--- src/rtl/control_unit_if.sv ---
// control_unit_if
//   Bundles the decode-stage instruction fields and the control word that the
//   main decoder produces for the datapath.
//
//   Handshake: there is no valid/ready pair. The decoder is a continuous
//   combinational map, so every input change is reflected in the outputs in
//   the same cycle. The only sequential effect is the reset bubble flag.
//
//   Signals
//     op_code             instruction [31:26]                (master -> slave)
//     control_unit_funct  instruction [5:0]                  (master -> slave)
//     eq_ne               1 = compared registers equal       (master -> slave)
//     pc_source           00 PC+4, 01 branch, 10 jump        (slave -> master)
//     out_select          00 ALU, 01 LUI, 10 mult, 11 HI/LO  (slave -> master)
//     mem_write/mem_read  data memory enables                (slave -> master)
//     reg_write           register file write enable         (slave -> master)
//     output_branch       branch taken                       (slave -> master)
//     ALUSrc_A            1 = immediate operand              (slave -> master)
//     ALU_Func            ALU operation                      (slave -> master)
//     se_ze               1 = sign-extend, 0 = zero-extend   (slave -> master)
//     reg_dst             1 = rd, 0 = rt                     (slave -> master)
//     start_mult          start multiplier                   (slave -> master)
//     mult_sign           1 = signed multiply                (slave -> master)
//     mem_to_reg          writeback select flag              (slave -> master)
//     in_rst              debug view of the reset bubble flag (slave -> master)
interface control_unit_if;
    logic [5:0] op_code;
    logic [5:0] control_unit_funct;
    logic       eq_ne;

    logic [1:0] pc_source;
    logic [1:0] out_select;
    logic       mem_write;
    logic       mem_read;
    logic       reg_write;
    logic       output_branch;
    logic       ALUSrc_A;
    logic [3:0] ALU_Func;
    logic       se_ze;
    logic       reg_dst;
    logic       start_mult;
    logic       mult_sign;
    logic       mem_to_reg;
    logic       in_rst;

    // Pipeline side: supplies the instruction fields, consumes controls.
    modport master (
        output op_code, control_unit_funct, eq_ne,
        input  pc_source, out_select, mem_write, mem_read, reg_write,
               output_branch, ALUSrc_A, ALU_Func, se_ze, reg_dst,
               start_mult, mult_sign, mem_to_reg, in_rst
    );

    // Decoder side.
    modport slave (
        input  op_code, control_unit_funct, eq_ne,
        output pc_source, out_select, mem_write, mem_read, reg_write,
               output_branch, ALUSrc_A, ALU_Func, se_ze, reg_dst,
               start_mult, mult_sign, mem_to_reg, in_rst
    );
endinterface

--- src/rtl/control_unit_top.sv ---
// control_unit_top
//   Main instruction decoder of the pipelined MIPS-subset core (decode stage).
//   Maps opcode, R-type funct and the register-compare result to datapath,
//   ALU, multiplier, memory and PC-select controls with zero latency.
//   While the reset flag is set every output is forced to the bubble value
//   (all zero except mem_read).
//
//   Ports
//     clk    system clock
//     rst_n  synchronous active-low reset
//     bus    control_unit_if.slave: instruction fields in, control word out
module control_unit_top (
    input  logic               clk,
    input  logic               rst_n,
    control_unit_if.slave      bus
);

    // Opcodes
    localparam logic [5:0] OP_RTYPE = 6'b000000;
    localparam logic [5:0] OP_J     = 6'b000010;
    localparam logic [5:0] OP_BEQ   = 6'b000100;
    localparam logic [5:0] OP_BNE   = 6'b000101;
    localparam logic [5:0] OP_ADDI  = 6'b001000;
    localparam logic [5:0] OP_ADDIU = 6'b001001;
    localparam logic [5:0] OP_SLTI  = 6'b001010;
    localparam logic [5:0] OP_SLTIU = 6'b001011;
    localparam logic [5:0] OP_ANDI  = 6'b001100;
    localparam logic [5:0] OP_ORI   = 6'b001101;
    localparam logic [5:0] OP_XORI  = 6'b001110;
    localparam logic [5:0] OP_LUI   = 6'b001111;
    localparam logic [5:0] OP_LW    = 6'b100011;
    localparam logic [5:0] OP_SW    = 6'b101011;

    // R-type funct codes
    localparam logic [5:0] FN_ADD   = 6'b100000;
    localparam logic [5:0] FN_ADDU  = 6'b100001;
    localparam logic [5:0] FN_SUB   = 6'b100010;
    localparam logic [5:0] FN_SUBU  = 6'b100011;
    localparam logic [5:0] FN_AND   = 6'b100100;
    localparam logic [5:0] FN_OR    = 6'b100101;
    localparam logic [5:0] FN_XOR   = 6'b100110;
    localparam logic [5:0] FN_XNOR  = 6'b001100;
    localparam logic [5:0] FN_SLT   = 6'b101010;
    localparam logic [5:0] FN_SLTU  = 6'b101011;
    localparam logic [5:0] FN_MFHI  = 6'b010000;
    localparam logic [5:0] FN_MFLO  = 6'b010010;
    localparam logic [5:0] FN_MULT  = 6'b011000;
    localparam logic [5:0] FN_MULTU = 6'b011001;

    // ALU operations
    localparam logic [3:0] ALU_AND  = 4'b0000;
    localparam logic [3:0] ALU_OR   = 4'b0001;
    localparam logic [3:0] ALU_XOR  = 4'b0010;
    localparam logic [3:0] ALU_XNOR = 4'b0011;
    localparam logic [3:0] ALU_ADD  = 4'b0100;
    localparam logic [3:0] ALU_SUB  = 4'b1000;
    localparam logic [3:0] ALU_SLT  = 4'b1101;

    // Output mux selects
    localparam logic [1:0] OUT_ALU  = 2'b00;
    localparam logic [1:0] OUT_LUI  = 2'b01;
    localparam logic [1:0] OUT_MULT = 2'b10;
    localparam logic [1:0] OUT_HILO = 2'b11;

    // PC selects
    localparam logic [1:0] PC_PLUS4  = 2'b00;
    localparam logic [1:0] PC_BRANCH = 2'b01;
    localparam logic [1:0] PC_JUMP   = 2'b10;

    // Reset bubble flag. Powers up set so the first cycles after
    // configuration issue bubbles even before rst_n is ever sampled low.
    logic in_rst = 1'b1;

    always_ff @(posedge clk) begin
        if (!rst_n) begin
            in_rst <= 1'b1;
        end else begin
            in_rst <= 1'b0;
        end
    end

    logic [1:0] pc_source;
    logic [1:0] out_select;
    logic       mem_write;
    logic       mem_read;
    logic       reg_write;
    logic       output_branch;
    logic       alu_src_a;
    logic [3:0] alu_func;
    logic       se_ze;
    logic       reg_dst;
    logic       start_mult;
    logic       mult_sign;
    logic       mem_to_reg;

    // Decode. Defaults are the bubble; each row only raises the fields it
    // needs, so anything unmatched (including the reset case) falls through
    // to the bubble.
    always_comb begin
        pc_source     = PC_PLUS4;
        out_select    = OUT_ALU;
        mem_write     = 1'b0;
        mem_read      = 1'b1;
        reg_write     = 1'b0;
        output_branch = 1'b0;
        alu_src_a     = 1'b0;
        alu_func      = ALU_AND;
        se_ze         = 1'b0;
        reg_dst       = 1'b0;
        start_mult    = 1'b0;
        mult_sign     = 1'b0;
        mem_to_reg    = 1'b0;

        if (!in_rst) begin
            case (bus.op_code)
                OP_RTYPE: begin
                    case (bus.control_unit_funct)
                        FN_ADD, FN_ADDU: begin
                            reg_write = 1'b1;
                            reg_dst   = 1'b1;
                            alu_func  = ALU_ADD;
                        end
                        FN_SUB, FN_SUBU: begin
                            reg_write = 1'b1;
                            reg_dst   = 1'b1;
                            alu_func  = ALU_SUB;
                        end
                        FN_AND: begin
                            reg_write = 1'b1;
                            reg_dst   = 1'b1;
                            alu_func  = ALU_AND;
                        end
                        FN_OR: begin
                            reg_write = 1'b1;
                            reg_dst   = 1'b1;
                            alu_func  = ALU_OR;
                        end
                        FN_XOR: begin
                            reg_write = 1'b1;
                            reg_dst   = 1'b1;
                            alu_func  = ALU_XOR;
                        end
                        FN_XNOR: begin
                            reg_write = 1'b1;
                            reg_dst   = 1'b1;
                            alu_func  = ALU_XNOR;
                        end
                        FN_SLT, FN_SLTU: begin
                            reg_write = 1'b1;
                            reg_dst   = 1'b1;
                            alu_func  = ALU_SLT;
                        end
                        FN_MFHI, FN_MFLO: begin
                            reg_write  = 1'b1;
                            reg_dst    = 1'b1;
                            out_select = OUT_HILO;
                        end
                        FN_MULT: begin
                            reg_write  = 1'b1;
                            reg_dst    = 1'b1;
                            out_select = OUT_MULT;
                            start_mult = 1'b1;
                            mult_sign  = 1'b1;
                        end
                        FN_MULTU: begin
                            reg_write  = 1'b1;
                            reg_dst    = 1'b1;
                            out_select = OUT_MULT;
                            start_mult = 1'b1;
                            mult_sign  = 1'b0;
                        end
                        default: ; // NOP and unknown funct: bubble
                    endcase
                end
                OP_J: begin
                    mem_to_reg = 1'b1;
                    pc_source  = PC_JUMP;
                end
                // Branch resolution uses only the current compare result.
                OP_BEQ: begin
                    mem_to_reg = 1'b1;
                    if (bus.eq_ne) begin
                        output_branch = 1'b1;
                        pc_source     = PC_BRANCH;
                    end
                end
                OP_BNE: begin
                    mem_to_reg = 1'b1;
                    if (!bus.eq_ne) begin
                        output_branch = 1'b1;
                        pc_source     = PC_BRANCH;
                    end
                end
                OP_ADDI, OP_ADDIU: begin
                    reg_write = 1'b1;
                    alu_src_a = 1'b1;
                    alu_func  = ALU_ADD;
                    se_ze     = 1'b1;
                end
                OP_SLTI, OP_SLTIU: begin
                    reg_write = 1'b1;
                    alu_src_a = 1'b1;
                    alu_func  = ALU_SLT;
                    se_ze     = 1'b1;
                end
                OP_ANDI: begin
                    reg_write = 1'b1;
                    alu_src_a = 1'b1;
                    alu_func  = ALU_AND;
                end
                OP_ORI: begin
                    reg_write = 1'b1;
                    alu_src_a = 1'b1;
                    alu_func  = ALU_OR;
                end
                OP_XORI: begin
                    reg_write = 1'b1;
                    alu_src_a = 1'b1;
                    alu_func  = ALU_XOR;
                end
                OP_LUI: begin
                    reg_write  = 1'b1;
                    out_select = OUT_LUI;
                end
                OP_LW: begin
                    reg_write = 1'b1;
                    alu_src_a = 1'b1;
                    alu_func  = ALU_ADD;
                    se_ze     = 1'b1;
                end
                OP_SW: begin
                    alu_src_a = 1'b1;
                    alu_func  = ALU_ADD;
                    mem_write = 1'b1;
                    se_ze     = 1'b1;
                end
                default: ; // unknown opcode: bubble
            endcase
        end
    end

    assign bus.pc_source     = pc_source;
    assign bus.out_select    = out_select;
    assign bus.mem_write     = mem_write;
    assign bus.mem_read      = mem_read;
    assign bus.reg_write     = reg_write;
    assign bus.output_branch = output_branch;
    assign bus.ALUSrc_A      = alu_src_a;
    assign bus.ALU_Func      = alu_func;
    assign bus.se_ze         = se_ze;
    assign bus.reg_dst       = reg_dst;
    assign bus.start_mult    = start_mult;
    assign bus.mult_sign     = mult_sign;
    assign bus.mem_to_reg    = mem_to_reg;
    assign bus.in_rst        = in_rst;

endmodule

--- src/flat_wrapper.sv ---
// flat-port wrapper written by rule: the top's interface ports become plain ports
module control_unit_top_flat 
  (clk, rst_n, bus_op_code, bus_control_unit_funct, bus_eq_ne, bus_pc_source, bus_out_select, bus_mem_write, bus_mem_read, bus_reg_write, bus_output_branch, bus_ALUSrc_A, bus_ALU_Func, bus_se_ze, bus_reg_dst, bus_start_mult, bus_mult_sign, bus_mem_to_reg, bus_in_rst);
  control_unit_if bus_i ();
  input  logic clk;
  input  logic rst_n;
  input wire logic [$bits(bus_i.op_code)-1:0] bus_op_code;
  input wire logic [$bits(bus_i.control_unit_funct)-1:0] bus_control_unit_funct;
  input wire logic [$bits(bus_i.eq_ne)-1:0] bus_eq_ne;
  output wire logic [$bits(bus_i.pc_source)-1:0] bus_pc_source;
  output wire logic [$bits(bus_i.out_select)-1:0] bus_out_select;
  output wire logic [$bits(bus_i.mem_write)-1:0] bus_mem_write;
  output wire logic [$bits(bus_i.mem_read)-1:0] bus_mem_read;
  output wire logic [$bits(bus_i.reg_write)-1:0] bus_reg_write;
  output wire logic [$bits(bus_i.output_branch)-1:0] bus_output_branch;
  output wire logic [$bits(bus_i.ALUSrc_A)-1:0] bus_ALUSrc_A;
  output wire logic [$bits(bus_i.ALU_Func)-1:0] bus_ALU_Func;
  output wire logic [$bits(bus_i.se_ze)-1:0] bus_se_ze;
  output wire logic [$bits(bus_i.reg_dst)-1:0] bus_reg_dst;
  output wire logic [$bits(bus_i.start_mult)-1:0] bus_start_mult;
  output wire logic [$bits(bus_i.mult_sign)-1:0] bus_mult_sign;
  output wire logic [$bits(bus_i.mem_to_reg)-1:0] bus_mem_to_reg;
  output wire logic [$bits(bus_i.in_rst)-1:0] bus_in_rst;
  assign bus_i.op_code = bus_op_code;
  assign bus_i.control_unit_funct = bus_control_unit_funct;
  assign bus_i.eq_ne = bus_eq_ne;
  assign bus_pc_source = bus_i.pc_source;
  assign bus_out_select = bus_i.out_select;
  assign bus_mem_write = bus_i.mem_write;
  assign bus_mem_read = bus_i.mem_read;
  assign bus_reg_write = bus_i.reg_write;
  assign bus_output_branch = bus_i.output_branch;
  assign bus_ALUSrc_A = bus_i.ALUSrc_A;
  assign bus_ALU_Func = bus_i.ALU_Func;
  assign bus_se_ze = bus_i.se_ze;
  assign bus_reg_dst = bus_i.reg_dst;
  assign bus_start_mult = bus_i.start_mult;
  assign bus_mult_sign = bus_i.mult_sign;
  assign bus_mem_to_reg = bus_i.mem_to_reg;
  assign bus_in_rst = bus_i.in_rst;
  control_unit_top u_core (.clk(clk), .rst_n(rst_n), .bus(bus_i));
endmodule
--- config.mk ---
export PLATFORM = sky130hd
export DESIGN_NAME = control_unit_top_flat
export DESIGN_NICKNAME = d
export VERILOG_FILES = /design/src/rtl/control_unit_if.sv /design/src/rtl/control_unit_top.sv /design/src/flat_wrapper.sv
export SDC_FILE = /design/constraint.sdc
export NUM_CORES = 1
export LEC_CHECK = 0
export BUFFER_PORTS_ARGS = -buffer_cell sky130_fd_sc_hd__buf_2
export CORE_MARGIN = 2
export CORE_UTILIZATION = 30
export CTS_CLUSTER_SIZE = 20
export DETAILED_ROUTE_END_ITERATION = 10
export GPL_TIMING_DRIVEN = 1
export PLACE_DENSITY = 0.57
export SLEW_MARGIN = 10
export SYNTH_ARGS = -nofsm -noshare
export SYNTH_HDL_FRONTEND = slang
export SYNTH_SLANG_ARGS = --single-unit
export TNS_END_PERCENT = 1
--- constraint.sdc ---
create_clock -name clk -period 1.8 [get_ports clk]
set_input_delay 0.18 -clock clk [delete_from_list [all_inputs] [get_ports clk]]
set_output_delay 0.18 -clock clk [all_outputs]
set_load 0.01 [all_outputs]
# Word level (Yosys, flattened, before mapping)
# Cells that the tools add are included.
[classes]
n_addsub = 0
n_mul = 0
div_mod_pow = 0
n_lt_le_gt_ge = 0
eq_ne = 27
n_shift = 0
n_mux = 34
bitwise_logic = 0
reduce_logical = 13
[op_table]
columns = ["operator", "n"]
rows = [
  ["$eq 6x6->1 const B", 11],
  ["$eq 6x4->1 const B", 9],
  ["$eq 6x5->1 const B", 4],
  ["$mux 1", 24],
  ["$pmux 4 s6", 1],
  ["$pmux 4 s5", 1],
  ["$reduce_or 9->1", 2],
  ["$reduce_or 14->1", 1],
  ["$eq 6x3->1 const B", 2],
  ["$reduce_or 2->1", 6],
  ["$pmux 2 s2", 2],
  ["$eq 6x2->1 const B", 1],
  ["$logic_not 6->1", 1],
  ["$pmux 2 s3", 1],
  ["$reduce_or 6->1", 1],
  ["$mux 2", 2],
  ["$mux 4", 1],
  ["$pmux 1 s2", 2],
  ["$reduce_or 4->1", 1],
  ["$reduce_or 3->1", 1],
]
[word_totals]
reg_bits = 1
latchBits = 0
ram_bits = 0
rom_bits = 0
input_bits = 15
output_inout_bits = 19
wordCells = 75
n_memories = 0

# Depth between registers and ports, before layout
# Gate-level depths: netlist of the first run.
[depth]
word_depth = 5
ltp_mapped = 5
mapped_depth_nobuf = 4

# Least setup slack after synthesis of the first run
# Ideal clock, no wire load.
[synth_timing]
kind = "register to output"
from = "reg u_core.in_rst, in the netlist u_core.bus.in_rst"
to = "out bus_ALU_Func[0]"
arrival_ps = 1352
required_ps = 1620
setup_slack_ps = 268
path_stages_with_launch = 5
n_path_buf = 0
cell_sequence = "dfxtp_1 > or2_2 > a2111oi_0 > nor3_1 > a31oi_1"
[synth_via]
elab_chain_cells = 1
[synth_rtl]
columns = ["item", "line", "rtl"]
rows = [
  ["start, declared", "control_unit_top.sv:72", "logic in_rst = 1'b1;"],
  ["start signal, assigned", "control_unit_top.sv:76", "in_rst <= 1'b1;"],
  ["start signal, assigned", "control_unit_top.sv:78", "in_rst <= 1'b0;"],
  ["$mux 4", "control_unit_top.sv:114", "if (!in_rst) begin"],
  ["end, declared", "flat_wrapper.sv:17", "output wire logic [$bits(bus_i.ALU_Func)-1:0] bus_ALU_Func;"],
]
# No other way between the ends.

# Worst setup path in the final report of the first run
[layout_timing]
from = "in bus_op_code[0]"
to = "out bus_ALU_Func[3]"
[layout_via]
elab_chain_cells = 4
elab_cells_between_ends = 13
cone_classes = "8 x eq/ne; 2 x mux; 3 x reduce/logical"
[layout_rtl]
columns = ["item", "line", "rtl"]
rows = [
  ["start, declared", "flat_wrapper.sv:7", "input wire logic [$bits(bus_i.op_code)-1:0] bus_op_code;"],
  ["$eq 6x4->1 or $eq 6x6->1 (tied branches)", "control_unit_top.sv:115", "case (bus.op_code)"],
  ["$reduce_or 4->1 (no source line) or $reduce_or 2->1 (tied branches)", "n/a", ""],
  ["$pmux 4 s5 *", "control_unit_top.sv:115", ""],
  ["$mux 4 *", "control_unit_top.sv:114", ""],
]
# Every way passes the cells marked *; elsewhere a longest branch is shown, timed or not.

==> flow_summary.toml, run 1 <==
[run_status]
status = "finished clean"

[run]
drv_cap = 0

[worst_setup_path]
path_cells = "buf_2 -> or2_1 -> a2111oi_0 -> nor3_1 -> nor3_2 -> buf_2"
worstPathArrival_ns = 1.48
crit_path_start_kind = "input pin"
crit_family = "simple AND/OR/NAND/NOR gates"
crit_type = "in -> out"
cp-startpoint = "bus_op_code[0]"
end_kind = "primary output"
cp_num_cells = 6
crit_slowest_cell = "a2111oi_0"
cp_common_cell = "buf_2"
crit_path_max_fanout = 13
cp_slowest_stage_delay_ns = 0.42
crit_buf_inv = 2
critPathRequiredTime_ns = 1.62

[global_routing]
antenna_found_initial = 0
grtUsageTotal = 0.1408
grt_pass1_wl_mm = 2.415
grt_pass1_vias = 589
grt_remaining_overflow = 0
grt_max_degree = 14

[yosys]
synth_seq_cells = 1
synth_xor_xnor_area_share = 0.01563
ys_async_sr_fraction = 0
ys_warn_count = 0
synth_top_family_by_area = "simple AND/OR/NAND/NOR gates"
synth_ff_type = "dfxtp_1"
avgSynthCellArea_um2 = 6.595
yosys.area_share.adder = 0
synthCells = 85
synthesis.area_um2 = 560.5
synth_mux_area_frac = 0.05580
synth_edf_count = 0
yosys.area_share.simple = 0.6004
yosysSeqAreaShare = 0.03571
synth_compound_area_frac = 0.1853
syn-num-nets = 100
synth.distinct_cells = 43

[finish]
nNetsFinal = 130
antenna_cells = 0
final_common_cell = "buf_2"
drive_gt1_frac = 0.3982
mostFrequentLayoutCells = "buf_2 (32), nand2_1 (8), nor3_1 (6), nor2_1 (6), nand2b_1 (5)"
syn_to_final_growth_pct = 30.13
largest_register = "u_core.bus.in_rst"
n_fill_cell = 207
reg_top3 = "u_core.bus.in_rst (1)"
largest_reg_flops = 1

[sta]
slew_viol_final = 0
fin_crit_sh = 0.9215
rsz0062_at_grt = "false"
hold_viol = 0
setup_viol_count_final = 0
setup_tns_ns = 0
fin_crit_ns = 1.659
hold_ws_ns = 0.3318
fmax_mhz = 602.9

[min_path]
hold_class = "in -> reg"
whs_path_depth = 2
worstHoldStart = "rst_n"

[floorplanning]
rows = 15
io_pins = 34
core_area_mm2 = 0.001745
die_h_um = 47.23
die_w_um = 47.23
dieArea_mm2 = 0.002230
initial_core_util = 0.3211

[pwr]
ir_drop_uv = 147.5
p_int_mw = 0.07149
p_sw_frac = 0.4822
seq_power_share = 0.176
clock_power_share = 0
p_per_area_mw_per_mm2 = 189.3
p_leak_nw = 0.3115
power.switching_mw = 0.06658
combPwrFrac = 0.824

[clock_network]
cts_hold_buf = 0
cts_setup_buffers = 0
clkTransAtPathRegs_ns = 0
cts_resized = 0

[placement]
dp_hpwl_mm = 1.248
portBuffers = 32
gp_congestion = 0.7695

[detailed_routing]
avgViaCountPerCell = 5.116
firstDrtPassIters = 6
final_antenna_net_count = 0
drt_iter0_drc = 6
wl_per_cell_um = 11.12
wirelength_mm = 1.535
drc = 0
vias = 706
-- area by class of cell --
cell class	instances	area [um2]	share of cell area
Tap cell	25	31.28	0.04288
Timing Repair Buffer	35	182.7	0.2504
Inverter	3	11.26	0.01544
Sequential cell	1	20.02	0.02744
Multi-Input combinational cell	74	484.2	0.6638
-- cell families (layout without fill, tap and decap cells) --
logic type                count (synthesis)  in the layout
xor gates and xnor gates                  1              1
AOI/OAI and AO/OA                        15             15
DFF                                       1              1
and+or+nand+nor                          54             54
other                                     1              1
buffers and inverters                    10             38
muxes                                     3              3
-- final timing paths --
kind / endpoint / slack, ns
worst max-delay path: bus_ALU_Func[3] / 0.14
worst min-delay path: u_core.bus.in_rst$_DFF_P_ / 0.33
-- cell usage after synthesis, drive strengths merged, types with 3 or more instances --
master / n / share of area
nand2b: 5 / 0.056
or2: 3 / 0.033
buf: 6 / 0.074
nor2: 7 / 0.051
nor4: 5 / 0.067
nand2: 8 / 0.054
nand4: 4 / 0.045
a21oi: 3 / 0.027
nor3: 9 / 0.11
inv: 3 / 0.020
-- routing by layer --
layer / part of all wire / wire length, um / up-vias / GRT usage
li1: - / - / 375 / -
met1: 0.50 / 765 / 319 / 0.2054
met2: 0.47 / 725 / 12 / 0.2432
met3: 0.029 / 44 / 0 / 0.003846
met4: 0 / 0 / 0 / 0
met5: 0 / 0 / - / 0
-- stage by stage --
| step | setup WS, ns | cells | cell area (um2) | utilization | total power [mW] |
|---|---|---|---|---|---|
| floorplan | 0.2677 | 85 | 560.5 | - | 0.09557 |
| global placement | 0.1272 | 138 | 729.5 | 0.4179 | 0.1369 |
| detailed placement | 0.1255 | 138 | 729.5 | 0.4179 | 0.1376 |
| CTS | 0.1267 | 138 | 729.5 | 0.4179 | 0.1381 |
| global route | 0.03545 | 138 | 729.5 | 0.4179 | 0.1507 |
| finish | 0.1413 | 138 | 729.5 | 0.4179 | 0.1381 |
-- power groups by stage --
stage,clock network [mW],registers (mW),logic (mW)
after floorplan,0,0.0265,0.0691
after global placement,0,0.0243,0.113
after detailed placement,0,0.0243,0.113
after CTS,0,0.0243,0.114
after global routing,0,0.0245,0.126
final,0,0.0243,0.114
Note: power is estimated with default switching activity, not from simulation.
==> run 2, diff against run 1 <==
PLACE_DENSITY = 0.59   (was 0.57)
clock period = 1.5 ns   (was 1.8 ns; I/O delays follow)
==> run 2 against run 1 <==
  * The flow now finishes with violations (setup timing)
  * Wire length is 20% higher
  * Critical path depth is 1 lower
  * Final area is 16% higher
  * First-iteration DRC count grew to 4.2 times the previous value
  * Critical path type is now reg -> out
  * Largest power group unchanged
==> flow_summary.toml, run 2 (synthesized netlist as in run 1, its figures left out) <==
[run_status]
status = "finished, violations left"
failed_checks = "setup timing"

[min_path]
hold_class = "in -> reg"

[sta]
rsz0062_at_grt = "true"
setup_tns_ns = -0.1315
slew_viol_final = 0
fin_crit_ns = 1.547
fmax_mhz = 646.3
worst_slack_ns = -0.04739
hold_viol = 0
fin_crit_sh = 1.032
setup_viol_count_final = 3

[placement]
dp_hpwl_mm = 1.384
portBuffers = 32
dp.cells = 146
gp_congestion = 0.8227

[finish]
nNetsFinal = 138
syn_to_final_growth_pct = 51.34
antenna_cells = 0
drive_gt1_frac = 0.5124
reg_top3 = "u_core.bus.in_rst (1)"
largest_reg_flops = 1
final_cells = 146
final_common_cell = "buf_2"
n_fill_cell = 187
mostFrequentLayoutCells = "buf_2 (30), buf_4 (11), nand2_1 (7), nor2_1 (6)"
largest_register = "u_core.bus.in_rst"

[run]
drv_cap = 0

[global_routing]
grt_remaining_overflow = 0
grt_pass1_vias = 626
antenna_found_initial = 0
grtUsageTotal = 0.1570
grt_max_degree = 14
grt_pass1_wl_mm = 2.677

[worst_setup_path]
crit_path_max_fanout = 5
crit_family = "simple AND/OR/NAND/NOR gates"
crit_buf_inv = 1
crit_slowest_cell = "nor4_2"
path_cells = "or2_2 -> nor4_2 -> nor3_2 -> a31oi_1 -> buf_2"
cp_slowest_stage_delay_ns = 0.34
crit_path_start_kind = "flip-flop"
critPathRequiredTime_ns = 1.35
end_kind = "primary output"
crit_type = "reg -> out"
worstPathArrival_ns = 1.40

[floorplanning]
dieArea_mm2 = 0.002230
io_pins = 34
die_h_um = 47.23
die_w_um = 47.23
initial_core_util = 0.3211
core_area_mm2 = 0.001745
rows = 15

[detailed_routing]
wirelength_mm = 1.837
final_antenna_net_count = 0
avgViaCountPerCell = 5.315
wl_per_cell_um = 12.58
drt_iter0_drc = 25
vias = 776
drc = 0
firstDrtPassIters = 4

[pwr]
p_per_area_mw_per_mm2 = 231.8
power.switching_mw = 0.09301
p_sw_frac = 0.4731
combPwrFrac = 0.850
p_leak_nw = 0.3640
seq_power_share = 0.150
p_int_mw = 0.1036
clock_power_share = 0
power.total_mw = 0.1966
ir_drop_uv = 195.6

[clock_network]
cts_setup_buffers = 0
clkTransAtPathRegs_ns = 0
[run 2: changes by cell type in the layout (fill, tap and decap cells not counted), sizes merged]
cell,change
buf,+6
clkbuf,+2
[run 2: metrics by stage]
step	hold WS [ns]	area (um2)	worst slack [ns]	util
6_report	0.3052	848.3	-0.04739	0.4860
5_1_grt	0.3152	848.3	-0.1310	0.4860
4_1_cts	0.3109	804.5	-0.03275	0.4609
3_5_place_dp	0.3109	790.8	-0.07113	0.4530
3_3_place_gp	0.2990	790.8	-0.07209	0.4530
2_1_floorplan	0.2065	561.8	0.01564	-
[run 2: routing by layer]
metal	global-route usage	part of all wire
met1	0.2393	0.45
met3	0	0.036
met5	0	0
met4	0	0.012
met2	0.2622	0.50
[run 2: worst paths after layout]
check,slack [ns],end,start,depth (start not counted)
setup / recovery,-0.05,bus_ALU_Func[0],u_core.bus.in_rst$_DFF_P_,5
hold / removal,0.31,u_core.bus.in_rst$_DFF_P_,rst_n,2
[run 2: repair_timing]
action                                  in CTS  in global routing
resized for setup                            3                 10
endpoints found under the setup margin       4                  9
pin swaps                                    4                  4
hold buffers                                 0                  0
[run 2: power groups by stage]
stage               logic, mW  clock network (mW)  registers, mW
floorplan              0.0833                   0         0.0318
global placement        0.150                   0         0.0295
detailed placement      0.152                   0         0.0294
CTS                     0.155                   0         0.0294
global route            0.182                   0         0.0296
finish                  0.167                   0         0.0295
[run 2: cell type report]
type,count,area (um2),share of cell area
inverters,3,11.26,0.01327
multi-input cells,74,538.0,0.6342
flip-flops and latches,1,20.02,0.02360
well taps,25,31.28,0.03687
repair buffers,43,247.7,0.2920
==> run 3, diff against run 2 <==
SETUP_SLACK_MARGIN = 0.2   (was unset)
==> run 3 against run 2 <==
  * The run now ends clean
  * Combinational power increased by 15%
  * Sequential share of layout area fell by 0.11 points
  * Worst setup slack improved by 0.085 ns
  * Sequential cell count stayed put
  * Wire length down 0.93%
  * Critical path depth increased by 1
  * Via count fell by 1.0%
  * Worst hold slack got worse by 0.011 ns
  * Final area is 12% higher
  * Die area is the same
  * Power grew 13%
  * Maximum frequency is 5.8% higher
  * Critical endpoint unchanged
  * Highest routed layer is now met3
==> flow_summary.toml, run 3 (synthesized netlist as in run 1, its figures left out) <==
[finish]
mostFrequentLayoutCells = "buf_2 (27), buf_6 (8), buf_4 (8), nand2_1 (7)"
antenna_cells = 0
largest_reg_flops = 1
largest_register = "u_core.bus.in_rst"
nNetsFinal = 138
drive_gt1_frac = 0.5537
reg_top3 = "u_core.bus.in_rst (1)"
postLayoutCellArea_um2 = 945.9
final_common_cell = "buf_2"
syn_to_final_growth_pct = 68.75

[placement]
dp_hpwl_mm = 1.393
portBuffers = 32
dpl_cell_area_um2 = 834.6
post-place-ws_ns = -0.08212
gp_congestion = 0.8280

[sta]
slew_viol_final = 0
fin_crit_ns = 1.463
hold_ws_ns = 0.2946
fmax_mhz = 683.8
setup_viol_count_final = 0
fin_crit_sh = 0.9750
worst_slack_ns = 0.03749
hold_viol = 0
rsz0062_at_grt = "true"

[floorplanning]
die_h_um = 47.23
die_w_um = 47.23
dieArea_mm2 = 0.002230
io_pins = 34
initial_core_util = 0.3211
rows = 15
core_area_mm2 = 0.001745

[global_routing]
grt_pass1_vias = 614
grtUsageTotal = 0.1537
grt_remaining_overflow = 0
antenna_found_initial = 0
grt_pass1_wl_mm = 2.615
grt_max_degree = 15

[worst_setup_path]
crit_slowest_cell = "or4_4"
crit_buf_inv = 2
critPathRequiredTime_ns = 1.35
path_cells = "buf_6 -> or4_4 -> nor2_4 -> nand4_1 -> a31oi_2 -> buf_2"
crit_path_start_kind = "input pin"
crit_path_max_fanout = 7
worstPathArrival_ns = 1.31
crit_type = "in -> out"
cp_slowest_stage_delay_ns = 0.52
crit_family = "simple AND/OR/NAND/NOR gates"
end_kind = "primary output"

[min_path]
hold_class = "in -> reg"

[detailed_routing]
avgViaCountPerCell = 5.260
firstDrtPassIters = 3
highest_layer = "met3"
drt_iter0_drc = 5
wirelength_mm = 1.820
vias = 768
drc = 0
wl_per_cell_um = 12.47
wl_met2_um = 934
final_antenna_net_count = 0
met3_length_um = 62
met1_length_um = 823

[clock_network]
cts_hold_buf = 0
clkTransAtPathRegs_ns = 0

[run_status]
status = "finished clean"

[run]
drv_cap = 0

[pwr]
power.total_mw = 0.2213
p_per_area_mw_per_mm2 = 234.0
p_leak_nw = 0.3850
ir_drop_uv = 106.4
## run 3: changes by cell type in the layout (fill, tap and decap cells not counted), moves of 2 or more
cell / before / now
nor3_4: 0 / 2
buf_6: 0 / 8
clkbuf_4: 2 / 0
buf_2: 30 / 27
buf_4: 11 / 8
## run 3: metal layers
metal,vias up,global-route usage
met1,363,0.2225
met2,18,0.2703
met4,0,0
met5,-,0
li1,387,-
met3,0,0
## run 3: repair_timing
item	in CTS	in global routing
pin swaps	5	9
gates resized for setup	6	17
setup buffers	0	1
endpoints found under the setup margin	15	16
## run 3: per-stage QoR
step / setup TNS, ns / util / instances
after floorplan: 0 / - / 85
after CTS: 0 / 0.4932 / 145
after global routing: -0.08311 / 0.5419 / 146
after detailed placement: -0.2130 / 0.4781 / 145
final: 0 / 0.5419 / 146
after global placement: -0.1389 / 0.4781 / 145
## run 3: final timing paths
| kind | startpoint | end | slack (ns) | depth (start not counted) |
|---|---|---|---|---|
| setup / recovery | bus_control_unit_funct[4] | bus_ALU_Func[0] | 0.04 | 6 |
| hold / removal | rst_n | u_core.bus.in_rst$_DFF_P_ | 0.29 | 2 |
## run 3: cell type report
class,count,area [um2]
fill,193,799.5
multi-input combinational,74,596.8
timing repair buffer,43,285.3
tap,25,31.28
sequential,1,21.27
inverter,3,11.26
## run 3: report_power, final
group          leakage (nW)  switching, mW  total, mW  internal [mW]
Sequential          0.00844       0.000704     0.0296         0.0289
Clock                     0              0          0              0
Combinational         0.377          0.105      0.192         0.0870
